<file path="config.mk">
export PLATFORM = sky130hd
export DESIGN_NAME = bus_interface_unit
export DESIGN_NICKNAME = d
export VERILOG_FILES = /design/src/rtl/bus_interface_unit.sv
export SDC_FILE = /design/constraint.sdc
export NUM_CORES = 1
export LEC_CHECK = 0
export CAP_MARGIN = 20
export CORE_MARGIN = 2
export CORE_UTILIZATION = 40
export CTS_CLUSTER_DIAMETER = 60
export DETAILED_ROUTE_END_ITERATION = 10
export PLACE_DENSITY = 0.76
export SYNTH_ARGS = -nofsm -noshare
export SYNTH_HDL_FRONTEND = slang
export SYNTH_SLANG_ARGS = --single-unit
</file>
<file path="constraint.sdc">
create_clock -name clk -period 2.02 [get_ports clk]
set_clock_uncertainty 0.15 [all_clocks]
set_input_delay 0.404 -clock clk [delete_from_list [all_inputs] [get_ports clk]]
set_output_delay 0.404 -clock clk [all_outputs]
set_load 0.02 [all_outputs]
</file>
<file path="src/rtl/bus_interface_unit.sv">
// 8085 external-bus machine-cycle sequencer (T1..T4 with ALE, RD/WR and READY).
// Define BIU_WAIT_EN to honour ready and insert TW wait states; otherwise cycle lengths are fixed.
module bus_interface_unit (
  input  logic        clk,
  input  logic        rst,
  input  logic        start,
  input  logic [2:0]  cycle_type,
  input  logic [15:0] address,
  input  logic [7:0]  dbus_in,
  output logic [7:0]  dbus_out,
  output logic        dbus_oe,
  output logic        busy,
  output logic        done,
  output logic [7:0]  ad_out,
  input  logic [7:0]  ad_in,
  output logic        ad_oe,
  output logic [7:0]  a_hi,
  output logic        ale,
  output logic        rd_n,
  output logic        wr_n,
  output logic        io_m,
  output logic        s1,
  output logic        s0,
  input  logic        ready
);

  localparam logic [2:0] S_IDLE = 3'd0;
  localparam logic [2:0] S_T1   = 3'd1;
  localparam logic [2:0] S_T2   = 3'd2;
  localparam logic [2:0] S_TW   = 3'd3;
  localparam logic [2:0] S_T3   = 3'd4;
  localparam logic [2:0] S_T4   = 3'd5;

  localparam logic [2:0] CT_FETCH = 3'd0;
  localparam logic [2:0] CT_MRD   = 3'd1;
  localparam logic [2:0] CT_MWR   = 3'd2;
  localparam logic [2:0] CT_IORD  = 3'd3;
  localparam logic [2:0] CT_IOWR  = 3'd4;

  logic [2:0]  state, state_nxt;
  logic [2:0]  ctype;
  logic [15:0] addr;
  logic [7:0]  wdata;
  logic [7:0]  rdata;
  logic        done_r;
  logic        dbus_oe_r;
  logic        accept;
  logic        is_read;
  logic        is_write;
  logic        is_io;
  logic        strobe_phase;

  assign accept   = (state == S_IDLE) && start && (cycle_type <= CT_IOWR);
  assign is_read  = (ctype == CT_FETCH) || (ctype == CT_MRD) || (ctype == CT_IORD);
  assign is_write = (ctype == CT_MWR) || (ctype == CT_IOWR);
  assign is_io    = (ctype == CT_IORD) || (ctype == CT_IOWR);
  assign strobe_phase = (state == S_T2) || (state == S_TW) || (state == S_T3);

`ifndef BIU_WAIT_EN
  logic unused_ready;
  assign unused_ready = ready;
`endif

  always_comb begin
    state_nxt = state;
    case (state)
      S_IDLE: if (accept) state_nxt = S_T1;
      S_T1:   state_nxt = S_T2;
`ifdef BIU_WAIT_EN
      S_T2, S_TW: state_nxt = ready ? S_T3 : S_TW;
`else
      S_T2:   state_nxt = S_T3;
`endif
      S_T3:   state_nxt = (ctype == CT_FETCH) ? S_T4 : S_IDLE;
      S_T4:   state_nxt = S_IDLE;
      default: state_nxt = S_IDLE;
    endcase
  end

  always_ff @(posedge clk) begin
    if (rst) begin
      state     <= S_IDLE;
      ctype     <= CT_FETCH;
      addr      <= 16'h0000;
      done_r    <= 1'b0;
      dbus_oe_r <= 1'b0;
      // A reset that aborts a cycle must not disturb the last read data; a reset
      // seen in IDLE (e.g. held for two or more clocks at power-up) clears it.
      if (state == S_IDLE) rdata <= 8'h00;
    end else begin
      state     <= state_nxt;
      done_r    <= (state == S_T3);
      dbus_oe_r <= (state == S_T3) && is_read;
      if ((state == S_T3) && is_read) rdata <= ad_in;
      if (accept) begin
        ctype <= cycle_type;
        wdata <= dbus_in;
        addr  <= ((cycle_type == CT_IORD) || (cycle_type == CT_IOWR)) ?
                 {address[7:0], address[7:0]} : address;
      end
    end
  end

  assign busy     = (state != S_IDLE);
  assign ale      = (state == S_T1);
  assign rd_n     = !(strobe_phase && is_read);
  assign wr_n     = !(strobe_phase && is_write);
  assign ad_oe    = (state == S_T1) || (strobe_phase && is_write);
  assign ad_out   = (state == S_T1) ? addr[7:0] :
                    (strobe_phase && is_write) ? wdata : 8'h00;
  assign a_hi     = addr[15:8];
  assign io_m     = busy && is_io;
  assign s1       = busy && is_read;
  assign s0       = busy && ((ctype == CT_FETCH) || is_write);
  assign done     = done_r;
  assign dbus_oe  = dbus_oe_r;
  assign dbus_out = rdata;

endmodule

</file>
==> impl_summary.txt <==
----------------------------------------------------
[Placement]
  Number of port buffers ... 71
  Worst setup slack before clock tree synthesis ... -0.432 ns
  GP Congestion ... 0.853
  Placed wire-length estimate ... 3.77 mm
  Placed Instance Area ... 0.00296 mm^2

[Global routing]
  Global-route usage over all layers ... 19.5%
  Largest net degree at the start of global routing ... 16
  Vias in the first global route ... 1788
  Number of antenna violations at the first check in global routing ... 0
  First-pass GRT wire length ... 8.11 mm
  Remaining global-route overflow ... 0

[Synthesis]
  Synthesized netlist net count ... 232
  Number of synthesis warnings ... 0
  Netlist area before placement ... 0.00195 mm^2
  Unique masters post-synth ... 34
  Synthesized instance count ... 193
  Most area-consuming cells after synthesis ... dfxtp_1, edfxtp_1, or4b_2, a211o_1, a22o_1
  Register bit total from synthesis ... 40
  Fraction of the yosys area taken by sequential cells ... 49.2%
  Synthesized area divided by synthesized cell count ... 10.1 um^2
  Cell taking the most area after synthesis ... dfxtp_1
  Share of the synthesized area in the top cell type ... 24.6%

[Route]
  Remaining number of nets flagged by the antenna check after routing ... 0
  DRT Wirelength ... 5.20 mm
  Post-detailed-route DRC marker count ... 0
  Via-per-instance ratio ... 5.18
  Number of vias in the routed layout ... 1860
  Wire length per cell ... 14.5 um
  Iteration-0 DRC count of the detailed router ... 46
  TritonRoute pass-1 iters ... 4

[Worst setup path]
  Origin of the critical flop-to-flop path ... state[1]
  Setup Crit Path Kind ... reg2out
  Length in cells of the worst reg-to-reg path ... 6
  Crit-path max cell delay ... 0.41 ns
  Worst Setup End Kind ... primary output
  Max FO, Critical Path ... 10
  Kind of cell adding the most delay to the critical path ... compound AO/OA/AOI/OAI gates
  Required time at the worst-slack endpoint ... 1.47 ns
  Startpoint class of the critical path ... register
  Data arrival time of the worst path ... 1.74 ns
  Capturing point of the worst reg2reg path ... addr[8]
  Reg2Reg Setup Slack ... 0.04 ns
  Ordered cell list for the critical path ... or3b_4 > a211oi_4 > buf_12 > a22o_1 > buf_6
  Critical path buffers and inverters ... 2
  Slowest stage cell on the critical path ... or3b_4

[Floorplan]
  Width of the chip ... 73.9 um
  Area of the die ... 0.00546 mm^2
  Area of the placeable core ... 0.00472 mm^2
  Initial cell density of the core ... 41.4%
  Site Rows ... 25
  Number of ports placed on the die boundary ... 73
  Height of the chip ... 73.9 um

[STA]
  # setup viols final ... 11
  Unrepaired setup endpoints after global routing ... true
  F_max ... 0.437 GHz
  Fraction of the cycle the final worst path needs ... 113%
  Slew of the pin with the lowest slew margin ... 0.411 ns
  Final setup margin ... -0.270 ns
  Hold_ws ... 0.335 ns
  Relative slew slack ... 72.3%
  Min Clock Period, post-route ... 2.29 ns
  Final Hold Violating Endpoints ... 0
  Total Negative Setup Slacks ... -2.17 ns
  Final max-slew violation count ... 0

[Clock tree]
  CTS H-tree depth ... 2
  TritonCTS buffer count ... 5
  Number of buffers on the longest clock path ... 2
  Clock slew seen by the registers of the worst setup and hold paths ... 0.08 ns
  CTS tree ... yes
  Clock sinks ... 40
  Hold-fix buffers at CTS ... 0
  Clk Latency, worst-skew pair ... 0.29 ns
  Clock Tree Root ... clkbuf_8

[Flow run]
  MaxCap Viol Count ... 0

[Power and ir drop]
  Worst-case vdd ir drop ... 389 uV
  Leakage power total ... 1.20 nW
  Pwr/cell area ... 663 mW/mm^2

[Final layout]
  Synthesis-to-layout area growth ... 62.1%
  Commonest non-fill, non-tap cells in the layout ... clkdlybuf4s50_1, buf_4, dfxtp_1, edfxtp_1, a21oi_1
  Most common library cell in the layout ignoring fill and taps ... clkdlybuf4s50_1
  Post-layout net count ... 330
  Total inserted antenna cells ... 0
  Proportion of layout cells with a drive suffix above 1 ... 33.6%
  Final Cell Area ... 0.00317 mm^2

[Min path]
  Min-delay worst type ... reg2reg
  Number of stages on the worst hold path ... 2
  Sink of the worst hold path ... addr[7]
  Origin of the worst min-delay path ... addr[7]

[Run status]
  Failing checks ... setup timing
  Run status ... finished with violations

----------------------------------------------------
sequential cells by signal (all words and copies together) (netlist names):
| name | cells |
|---|---|
| addr | 16 |
| ctype | 3 |
| dbus_oe | 1 |
| dbus_out | 8 |
| done | 1 |
| state | 3 |
| wdata | 8 |
metal layers:
layer	up-vias	global-route usage, %	part of all wire (%)
met5	-	0	0
li1	921	-	-
met2	60	32.9	51
met4	0	8.48	1.3
met1	871	23.3	42
met3	8	4.94	5.7
Yosys cell counts:
cell type  count
nand3b_1       1
dfxtp_1       24
o21a_1         2
or2_2          1
nor3b_1        1
or3b_1         1
o21ai_1        1
nor2_1         3
nor4b_1        1
o311ai_0       8
clkbuf_1      12
or4b_2         9
nand2_1        3
nor4_1         1
or3_1          2
a211oi_2       1
or4_1          1
xnor2_1        1
buf_2          3
nor2b_1       10
a211oi_1       2
a22o_1         8
nand3_1       12
a21oi_1       13
o21ai_0       11
a211o_1        9
buf_4          8
or4b_4         1
o22ai_1        8
inv_1          5
edfxtp_1      16
nand2b_1       9
buf_6          2
nor3_1         3
layout make-up:
cell class | count | area, um^2
multi-input combinational | 123 | 918
clock buffer | 5 | 68.8
sequential | 40 | 965
tap | 67 | 83.8
clock inverter | 3 | 47.5
fill | 378 | 1560
inverter | 5 | 26.3
timing repair buffer | 116 | 1060
power by group:
group / switching, mW / internal (mW) / leakage [nW]
Combinational: 0.241 / 0.275 / 0.792
Sequential: 0.0236 / 0.896 / 0.351
Clock: 0.292 / 0.372 / 0.0583
Total: 0.556 / 1.54 / 1.20
logic make-up (layout without fill, tap and decap cells):
group	count (synthesis)	after routing	synth area share [%]
xor gates and xnor gates	1	1	0.449
and+or+nand+nor	59	59	19.7
buffers and inverters	30	129	8.26
DFF	40	40	49.2
AOI/OAI and AO/OA	63	63	22.4
worst max-delay path by stage:
stage,from,endpoint,slack (ns),depth (start not counted)
floorplan,state[1],ad_out[1],0.005,4
global placement,state[0],ad_out[1],-0.39,5
detailed placement,state[0],ad_out[6],-0.43,5
CTS,state[0],ad_out[6],-0.31,5
global route,state[0],ad_out[6],-0.33,5
finish,state[0],ad_out[6],-0.27,5
tightest hold or removal path, stage by stage (launching register included):
cell     delay [ns]
dfxtp_1        0.32
o21ai_0        0.06
a21oi_1        0.06
through the flow:
step,util [%],power [mW],cells
finish,67.0,2.10,359
global route,67.0,2.20,359
CTS,64.5,2.09,355
detailed placement,62.6,1.43,348
global placement,62.6,1.42,348
floorplan,-,1.18,193
timing repair:
item | CTS | global route
setup endpoints to repair | 24 | 32
pin swaps | 2 | 7
endpoints found under the hold margin | 0 | 0
buffers inserted | 0 | 3
gates resized for setup | 76 | 40
gates cloned | 0 | 1
Power figures use the tool's default switching activity.
